$ cat config.mk
export PLATFORM = sky130hd
export DESIGN_NAME = wb_arbiter2
export DESIGN_NICKNAME = d
export VERILOG_FILES = /design/src/rtl/wb_arb_pkg.sv /design/src/rtl/wb_arb_tracker.sv /design/src/rtl/wb_arbiter2.sv
export SDC_FILE = /design/constraint.sdc
export NUM_CORES = 1
export LEC_CHECK = 0
export ABC_CLOCK_PERIOD_IN_PS = 3650
export BUFFER_PORTS_ARGS = -buffer_cell sky130_fd_sc_hd__buf_2
export CORE_MARGIN = 2
export CORE_UTILIZATION = 42
export CTS_CLUSTER_DIAMETER = 100
export CTS_CLUSTER_SIZE = 24
export DETAILED_ROUTE_END_ITERATION = 10
export PLACE_DENSITY = 0.84
export SLEW_MARGIN = 10
export SYNTH_ARGS = -nofsm -noshare
export SYNTH_HDL_FRONTEND = slang
export SYNTH_HIERARCHICAL = 1
export SYNTH_SLANG_ARGS = --single-unit
$ cat constraint.sdc
create_clock -name wb_clock_i -period 3.65 [get_ports wb_clock_i]
set_input_delay 0.1825 -clock wb_clock_i [delete_from_list [all_inputs] [get_ports wb_clock_i]]
set_output_delay 0.1825 -clock wb_clock_i [all_outputs]
set_load 0.005 [all_outputs]
$ cat src/rtl/wb_arb_pkg.sv
// Shared state encoding and counter widths for the two-initiator Wishbone arbiter.
package wb_arb_pkg;

   typedef enum logic [1:0] {
      IDLE  = 2'd0,
      OWN0  = 2'd1,
      OWN1  = 2'd2,
      DRAIN = 2'd3
   } arb_state_t;

   localparam int OUTST_W = 2;
   localparam int WDOG_W  = 8;

   localparam logic [OUTST_W-1:0] OUTST_ZERO = 2'd0;
   localparam logic [OUTST_W-1:0] OUTST_ONE  = 2'd1;
   localparam logic [WDOG_W-1:0]  WDOG_ZERO  = 8'd0;
   localparam logic [WDOG_W-1:0]  WDOG_ONE   = 8'd1;

endpackage

$ cat src/rtl/wb_arb_tracker.sv
// Outstanding-strobe counter and no-progress watchdog for the arbiter target port.
module wb_arb_tracker
   import wb_arb_pkg::*;
#(
   parameter int MAX_OUTSTANDING = 1,
   parameter int TIMEOUT_CYCLES  = 31
) (
   input  logic               wb_clock_i,
   input  logic               wb_reset_i,
   input  logic               accept,
   input  logic               ack,
   input  logic               active,
   input  logic               state_chg,
   output logic [OUTST_W-1:0] outstanding,
   output logic               full,
   output logic               empty,
   output logic               timeout
);

   localparam logic [OUTST_W-1:0] MAX_O    = OUTST_W'(MAX_OUTSTANDING);
   localparam logic [WDOG_W-1:0]  WDOG_LIM = WDOG_W'(TIMEOUT_CYCLES);

   logic [OUTST_W-1:0] outstanding_r, outstanding_nxt_s;
   logic [WDOG_W-1:0]  wdog_r, wdog_nxt_s;
   logic               counted_ack_s;

   assign outstanding   = outstanding_r;
   assign full          = (outstanding_r == MAX_O);
   assign empty         = (outstanding_r == OUTST_ZERO);
   assign counted_ack_s = ack & ~empty;
   // Any progress in the expiry clock beats the timeout.
   assign timeout = active & ~empty & (wdog_r == WDOG_LIM) & ~accept & ~counted_ack_s;

   // Next-state for the counter and watchdog.
   always_comb begin
      outstanding_nxt_s = outstanding_r;
      wdog_nxt_s        = wdog_r;
      if (timeout) begin
         outstanding_nxt_s = OUTST_ZERO;
         wdog_nxt_s        = WDOG_ZERO;
      end else begin
         if (accept && !counted_ack_s && !full) begin
            outstanding_nxt_s = outstanding_r + OUTST_ONE;
         end else if (counted_ack_s && !accept) begin
            outstanding_nxt_s = outstanding_r - OUTST_ONE;
         end else begin
            outstanding_nxt_s = outstanding_r;
         end
         if (accept || counted_ack_s || state_chg) begin
            wdog_nxt_s = WDOG_ZERO;
         end else if (active && !empty) begin
            wdog_nxt_s = wdog_r + WDOG_ONE;
         end else begin
            wdog_nxt_s = wdog_r;
         end
      end
   end

   // Counter and watchdog registers.
   always_ff @(posedge wb_clock_i or negedge wb_reset_i) begin
      if (!wb_reset_i) begin
         outstanding_r <= OUTST_ZERO;
         wdog_r        <= WDOG_ZERO;
      end else begin
         outstanding_r <= outstanding_nxt_s;
         wdog_r        <= wdog_nxt_s;
      end
   end

endmodule

$ cat src/rtl/wb_arbiter2.sv
// Two-initiator to one-target Wishbone B4 pipelined arbiter: per-cycle ownership,
// round-robin tie-break, ack absorption for abandoned cycles and a watchdog error.
module wb_arbiter2
   import wb_arb_pkg::*;
#(
   parameter int DATA_WIDTH      = 8,
   parameter int ADDR_WIDTH      = 17,
   parameter int MAX_OUTSTANDING = 1,
   parameter int TIMEOUT_CYCLES  = 31
) (
   input  logic                  wb_clock_i,
   input  logic                  wb_reset_i,
   input  logic [ADDR_WIDTH-1:0] i0_addr_i,
   input  logic [DATA_WIDTH-1:0] i0_data_i,
   output logic [DATA_WIDTH-1:0] i0_data_o,
   input  logic                  i0_we_i,
   input  logic                  i0_cycle_i,
   input  logic                  i0_strobe_i,
   output logic                  i0_stall_o,
   output logic                  i0_ack_o,
   output logic                  i0_err_o,
   input  logic [ADDR_WIDTH-1:0] i1_addr_i,
   input  logic [DATA_WIDTH-1:0] i1_data_i,
   output logic [DATA_WIDTH-1:0] i1_data_o,
   input  logic                  i1_we_i,
   input  logic                  i1_cycle_i,
   input  logic                  i1_strobe_i,
   output logic                  i1_stall_o,
   output logic                  i1_ack_o,
   output logic                  i1_err_o,
   output logic [ADDR_WIDTH-1:0] t_addr_o,
   output logic [DATA_WIDTH-1:0] t_data_o,
   input  logic [DATA_WIDTH-1:0] t_data_i,
   output logic                  t_we_o,
   output logic                  t_cycle_o,
   output logic                  t_strobe_o,
   input  logic                  t_stall_i,
   input  logic                  t_ack_i
);

   arb_state_t         state_r, state_nxt_s;
   logic               last_grant_r, last_grant_nxt_s;
   logic [OUTST_W-1:0] outstanding_s;
   logic               full_s, empty_s, timeout_s;
   logic               accept_s, counted_ack_s, active_s, state_chg_s, release_idle_s;

   assign accept_s      = t_strobe_o & ~t_stall_i;
   assign counted_ack_s = t_ack_i & ~empty_s;
   assign active_s      = (state_r != IDLE);
   assign state_chg_s   = (state_nxt_s != state_r);
   // True when nothing will be left in flight after this clock.
   assign release_idle_s = ~accept_s & (empty_s | (counted_ack_s & (outstanding_s == OUTST_ONE)));

   assign i0_data_o = t_data_i;
   assign i1_data_o = t_data_i;
   assign i0_err_o  = (state_r == OWN0) & timeout_s;
   assign i1_err_o  = (state_r == OWN1) & timeout_s;

   wb_arb_tracker #(
      .MAX_OUTSTANDING (MAX_OUTSTANDING),
      .TIMEOUT_CYCLES  (TIMEOUT_CYCLES)
   ) u_tracker (
      .wb_clock_i  (wb_clock_i),
      .wb_reset_i  (wb_reset_i),
      .accept      (accept_s),
      .ack         (t_ack_i),
      .active      (active_s),
      .state_chg   (state_chg_s),
      .outstanding (outstanding_s),
      .full        (full_s),
      .empty       (empty_s),
      .timeout     (timeout_s)
   );

   // Ownership FSM and round-robin tie-break.
   always_comb begin
      state_nxt_s      = state_r;
      last_grant_nxt_s = last_grant_r;
      case (state_r)
         IDLE: begin
            if (i0_cycle_i && i1_cycle_i) begin
               state_nxt_s      = last_grant_r ? OWN0 : OWN1;
               last_grant_nxt_s = ~last_grant_r;
            end else if (i0_cycle_i) begin
               state_nxt_s      = OWN0;
               last_grant_nxt_s = 1'b0;
            end else if (i1_cycle_i) begin
               state_nxt_s      = OWN1;
               last_grant_nxt_s = 1'b1;
            end else begin
               state_nxt_s = IDLE;
            end
         end
         OWN0: begin
            if (timeout_s)        state_nxt_s = IDLE;
            else if (!i0_cycle_i) state_nxt_s = release_idle_s ? IDLE : DRAIN;
            else                  state_nxt_s = OWN0;
         end
         OWN1: begin
            if (timeout_s)        state_nxt_s = IDLE;
            else if (!i1_cycle_i) state_nxt_s = release_idle_s ? IDLE : DRAIN;
            else                  state_nxt_s = OWN1;
         end
         DRAIN: begin
            if (timeout_s || release_idle_s) state_nxt_s = IDLE;
            else                             state_nxt_s = DRAIN;
         end
         default: state_nxt_s = IDLE;
      endcase
   end

   // State and last-grant registers; i0 wins the first tie after reset.
   always_ff @(posedge wb_clock_i or negedge wb_reset_i) begin
      if (!wb_reset_i) begin
         state_r      <= IDLE;
         last_grant_r <= 1'b1;
      end else begin
         state_r      <= state_nxt_s;
         last_grant_r <= last_grant_nxt_s;
      end
   end

   // Route the owner to the target; everyone else is stalled and silent.
   always_comb begin
      t_cycle_o  = 1'b0;
      t_strobe_o = 1'b0;
      t_we_o     = 1'b0;
      t_addr_o   = {ADDR_WIDTH{1'b0}};
      t_data_o   = {DATA_WIDTH{1'b0}};
      i0_stall_o = 1'b1;
      i0_ack_o   = 1'b0;
      i1_stall_o = 1'b1;
      i1_ack_o   = 1'b0;
      case (state_r)
         OWN0: begin
            t_cycle_o  = i0_cycle_i;
            t_strobe_o = i0_strobe_i & ~full_s;
            t_we_o     = i0_we_i;
            t_addr_o   = i0_addr_i;
            t_data_o   = i0_data_i;
            i0_stall_o = t_stall_i | full_s;
            i0_ack_o   = counted_ack_s;
         end
         OWN1: begin
            t_cycle_o  = i1_cycle_i;
            t_strobe_o = i1_strobe_i & ~full_s;
            t_we_o     = i1_we_i;
            t_addr_o   = i1_addr_i;
            t_data_o   = i1_data_i;
            i1_stall_o = t_stall_i | full_s;
            i1_ack_o   = counted_ack_s;
         end
         default: t_cycle_o = 1'b0;
      endcase
   end

endmodule

== Word-level counts from Yosys, hierarchy flattened ==
Index checks and enable logic that the tools add are counted.

* Input port bits: 68
* Bits in registers: 13

* Multiplexer cells: 29
* Bitwise logic cells: 20
* Reduce and logical (&&, ||, !) cells: 19
* Eq/ne operators: 6
* $add $sub $neg: 3

{| class="wikitable"
|+ Operators with widths
! operator !! number
|-
| one-hot mux 17 bit (2 select lines) || 1
|-
| 2-to-1 mux 2 bit || 13
|-
| 2-to-1 mux 8 bit || 3
|-
| one-hot mux 8 bit (2 select lines) || 1
|-
| bitwise AND 1 bit || 12
|-
| nonzero test 3 bit || 3
|-
| adder 8 x 1 -> 8 bit, second input constant || 1
|-
| equality test 8 x 5 -> 1 bit, second input constant || 1
|-
| one-hot mux 2 bit (4 select lines) || 1
|-
| 2-to-1 mux 1 bit || 7
|-
| inverter 1 bit || 6
|-
| one-hot mux 1 bit (2 select lines) || 3
|-
| logical AND 1 bit || 5
|-
| equality test 2 x 1 -> 1 bit, second input constant || 2
|-
| equality test 2 bit, second input constant || 2
|-
| logical NOT 1 bit || 4
|-
| logical NOT 2 bit || 2
|-
| logical OR 1 bit || 3
|-
| adder 2 x 1 -> 2 bit, second input constant || 1
|-
| inequality test 2 bit || 1
|-
| bitwise OR 1 bit || 2
|-
| AND reduction 2 bit || 1
|-
| nonzero test 2 bit || 1
|-
| subtractor 2 x 1 -> 2 bit, second input constant || 1
|}

== Longest topological paths before layout ==
* Depth in word-level cells: 15
* Gate-level depth with buffers: 18
* Mapped depth without buffers: 15

== Modules after synthesis ==
Netlist, hierarchy kept.

{| class="wikitable"
|+ Modules (own cells, without submodules)
! module !! sequential area each (um2) !! cells each !! area each (um2) !! instances
|-
| wb_arbiter2 || 76.3 || 134 || 989.7 || 1
|-
| wb_arb_tracker || 250.2 || 72 || 705.7 || 1
|}

== Worst setup path after synthesis ==
OpenSTA, ideal clock, no wires.

* Kind: register to register
* From: register state_r[0]
* To: register u_tracker.wdog_r[4]
* Path slack: 0.621 ns
* Arrival time: 2.900 ns
* Stages on the path, launching flop included: 19
* Setup time: 0.128 ns
* Required time: 3.522 ns
* Clock period less this slack: 3.029 ns
* Buffers on the path: 3
* Cell sequence: dfrtp_1 -> inv_1 -> ha_1 -> buf_6 -> mux2_4 -> nand2_4 -> nor3_1 -> buf_8 -> nor3_4 -> nor2_1 -> o31ai_1 -> o22a_1 -> mux2_4 -> nand3_2 -> nor2_4 -> and2_0 -> buf_2 -> o21ai_0 -> o31ai_1

* Cells in the longest elaborated chain, start to end: 13
* Elaborated cells between the ends (all ways): 28

{| class="wikitable"
|+ RTL lines
! item !! line !! RTL
|-
| start: declaration || wb_arbiter2.sv:41 || <nowiki>arb_state_t state_r, state_nxt_s;</nowiki>
|-
| start signal: assignment || wb_arbiter2.sv:118 || <nowiki>state_r <= state_nxt_s;</nowiki>
|-
| equality test 2 bit or equality test 2 x 1 -> 1 bit (tied branches) || wb_arbiter2.sv:134 || <nowiki>case (state_r)</nowiki>
|-
| one-hot mux 1 bit (2 select lines) * || wb_arbiter2.sv:134 ||
|-
| bitwise AND 1 bit * || wb_arbiter2.sv:47 || <nowiki>assign accept_s = t_strobe_o & ~t_stall_i;</nowiki>
|-
| net accept_s || wb_arbiter2.sv:45 || <nowiki>logic accept_s, counted_ack_s, active_s, state_chg_s, release_idle_s;</nowiki>
|-
| inverter 1 bit * || wb_arb_tracker.sv:32 || <nowiki>assign timeout = active & ~empty & (wdog_r == WDOG_LIM) & ~accept & ~counted_ack_s;</nowiki>
|-
| bitwise AND 1 bit * (2 in series) || wb_arb_tracker.sv:32 ||
|-
| net timeout_s || wb_arbiter2.sv:44 || <nowiki>logic full_s, empty_s, timeout_s;</nowiki>
|-
| logical OR 1 bit || wb_arbiter2.sv:105 || <nowiki>if (timeout_s || release_idle_s) state_nxt_s = IDLE;</nowiki>
|-
| 2-to-1 mux 2 bit || wb_arbiter2.sv:105 ||
|-
| one-hot mux 2 bit (4 select lines) * || wb_arbiter2.sv:79 || <nowiki>case (state_r)</nowiki>
|-
| inequality test 2 bit * || wb_arbiter2.sv:50 || <nowiki>assign state_chg_s = (state_nxt_s != state_r);</nowiki>
|-
| net state_chg_s || wb_arbiter2.sv:45 ||
|-
| logical OR 1 bit * || wb_arb_tracker.sv:49 || <nowiki>if (accept || counted_ack_s || state_chg) begin</nowiki>
|-
| 2-to-1 mux 8 bit || wb_arb_tracker.sv:49 ||
|-
| 2-to-1 mux 8 bit || wb_arb_tracker.sv:38 || <nowiki>if (timeout) begin</nowiki>
|-
| end signal: assignment || wb_arb_tracker.sv:66 || <nowiki>wdog_r <= wdog_nxt_s;</nowiki>
|-
| end: declaration || wb_arb_tracker.sv:24 || <nowiki>logic [WDOG_W-1:0] wdog_r, wdog_nxt_s;</nowiki>
|}

The timed path passes the listed nets; every way through them passes the cells marked *.
A chain may end at the register's enable or synchronous reset.

== Worst setup path in the final report ==
Same ends and word-level chain as after synthesis.

==> results.toml <==
[sta]
setup_viol = 0
clock.fmax_mhz = 307
finClkSkew_ns = 0.00291
hold_viol = 0
fin_crit_sh = 0.893
tightest_slew_ns = 0.440
slew_headroom = 0.705
grt_setup_unrepaired = "false"
fin_tns_setup_ns = 0
min_period_ns = 3.26
drv_slew = 0

[logic_synthesis]
syn-num-nets = 282
synth_edf_count = 0
syn_inst = 206
synth_seq_area_share = 0.193
syn-cell-area_sq_um = 1700
synth_ff_type = "dfrtp_1"
synthArstFlopShare = 1.00
yosysWarnings = 6
synth.area.top_cells = "dfrtp_1 18%, a22oi_1 12%, nor2b_1 11%"
ys_seq_elements = 13
ys_types = 51
synth_top_area_cell = "dfrtp_1"
synth_top_area_frac = 0.177
syn_area_per_cell_sq_um = 8.23

[setup_path]
worstPathMaxFanout = 10
critPathKind = "reg -> reg"
end_kind = "register"
critPathRequiredTime_ns = 3.77
crit-reg2reg-launch = "state_r[0]"
cp-start-kind = "register"
critPathLaunch = "state_r[0]"
cp.arrival_ns = 3.38

[final_layout]
nets = 357
drive_above_1_share = 0.411
finalNonFillerCells = 330
num_antenna_cells = 0
n_fill_cell = 384
final_cell_mix = "93 x buf_2, 30 x nor2b_1, 26 x a22oi_1, 14 x nand2_1, 12 x dfrtp_1"
syn2layout_area_growth_pct = 25.1
final_common_cell = "buf_2"

[cts]
htree_levels = 1
cts.reportedPaths.clkPinSlew_ns = 0.05
clock_path_buffers = 2
clk_latency_ns = 0.24
root_buffer = "clkbuf_8"
cts_buffers = 3
cts.sinks = 13
cts_setup_buffers = 0
cts_tree = "done"
cts.repair.resized = 0

[die]
die_area_sq_um = 4560
num_io_pins = 118
die_x_um = 67.5
die_y_um = 67.5
core-area_sq_um = 3940
rows = 23
start_util = 0.430

[placement]
globalplace.congestion = 0.867
dp_cells = 325
detailedPlacementHpwl_um = 3740
portBuffers = 93

[grt]
grt_pass1_wl_um = 6880
gr-usage-all-layers = 0.196
grt_pass1_vias = 1498
grt_antenna_before_repair = 0
grt_start_max_net_pins = 28
grt-ovfl-total = 0

[worst_hold_path]
hold_path_class = "in -> reg"
hp-start = "i0_cycle_i"

[route]
wire_per_inst_um = 13.8
via_per_inst = 5.29
drt_iter0_drc = 91
drt_pass1_iterations = 4
route.vias.total = 1746
finalWirelength_um = 4570
drc = 0
ant_nets = 0

[pwr]
leakagePower_nw = 1.02
vdd_ir_drop_max_mv = 0.244
total_power_mw = 1.40
p_per_area_nw_per_um2 = 659

[outcome]
status = "finished clean"

[job]
cap_violations = 0
## state kept, by name, indices dropped and copies added (netlist names)
name and count:
last_grant_r 1, u_tracker/wdog_r 8, state_r 2, u_tracker/outstanding 2
## cell usage after synthesis, drive strengths merged (2+ instances only)
master	n
nand4b	2
xnor2	3
nor3b	2
and3	3
and3b	3
nor2b	31
clkbuf	7
ha	8
and2	3
nor2	12
o21ai	5
or2	2
a31oi	3
buf	21
nand2	15
a21oi	4
a22oi	26
o31ai	3
a211oi	3
inv	6
o211ai	4
a21boi	2
nand3	7
dfrtp	12
nor3	4
mux2	2
## path summary, 6_finish.rpt
path                                  endpoint  slack (ns)  depth (start not counted)
max                        u_tracker/wdog_r[4]        0.39                         15
min                               last_grant_r        0.17                          2
max reg2reg                u_tracker/wdog_r[4]        0.39                         15
min reg2reg                       last_grant_r        0.53                          2
max in group asynchronous         last_grant_r        3.03                          2
min in group asynchronous  u_tracker/wdog_r[2]        0.34                          2
## worst max-delay path: stages, from the launching register on
cell and delay, ns:
dfrtp_1 0.47, inv_1 0.12, ha_1 0.25, mux2_4 0.22, nand2_4 0.06, nor3_1 0.36, nor3_4 0.14, nor2_1 0.23
o31ai_1 0.15, o22a_1 0.22, mux2_4 0.26, nand3_2 0.10, nor2_4 0.06, and2_0 0.22, o21ai_0 0.19, o31ai_1 0.09
## kinds of logic (layout without fill, tap and decap cells)
family / Yosys count / in the layout / synth area share
AO/OA/AOI/OAI: 56 / 56 / 0.257
flip-flops: 13 / 13 / 0.193
AND/OR/NAND/NOR: 89 / 89 / 0.328
adder cells (fa/ha/maj): 8 / 8 / 0.0590
XOR/XNOR: 3 / 3 / 0.0155
buffers and inverters: 34 / 108 / 0.124
multiplexers: 3 / 3 / 0.0236
## layout make-up
type / count / area, sq um / area share
clock buffer: 4 / 45.0 / 0.0212
inverter: 6 / 22.5 / 0.0106
multi-input combinational: 159 / 1160 / 0.546
sequential: 13 / 327 / 0.154
tap: 50 / 62.6 / 0.0295
timing repair buffer: 98 / 505 / 0.238
## repair_timing
action,in CTS,in global routing
setup endpoints to repair,0,1
hold buffers,1,0
endpoints found under the hold margin,12,0
## power breakdown
| part | switching, mW | total [mW] | internal (mW) |
|---|---|---|---|
| Combinational | 0.561 | 1.04 | 0.479 |
| Clock | 0.0507 | 0.128 | 0.0771 |
| Sequential | 0.0477 | 0.230 | 0.182 |
| Total | 0.659 | 1.40 | 0.738 |
## stage by stage
| step | instance area [sq um] | setup slack, ns | hold WS [ns] | util |
|---|---|---|---|---|
| after floorplan | 1700 | 0.621 | -0.113 | - |
| after global placement | 2070 | 0.571 | 0.0800 | 0.524 |
| after detailed placement | 2070 | 0.404 | 0.0874 | 0.524 |
| after CTS | 2120 | 0.379 | 0.166 | 0.538 |
| after global routing | 2120 | 0.0367 | 0.183 | 0.538 |
| final | 2120 | 0.389 | 0.172 | 0.538 |
## per-layer routing
metal | vias to the layer above | global-route usage | part of all wire | wire length [um]
li1 | 877 | - | - | -
met1 | 788 | 0.219 | 0.38 | 1750
met2 | 75 | 0.362 | 0.51 | 2330
met3 | 6 | 0.0400 | 0.095 | 434
met4 | 0 | 0.0740 | 0.013 | 60
met5 | - | 0 | 0 | 0
Power figures use the tool's default switching activity.
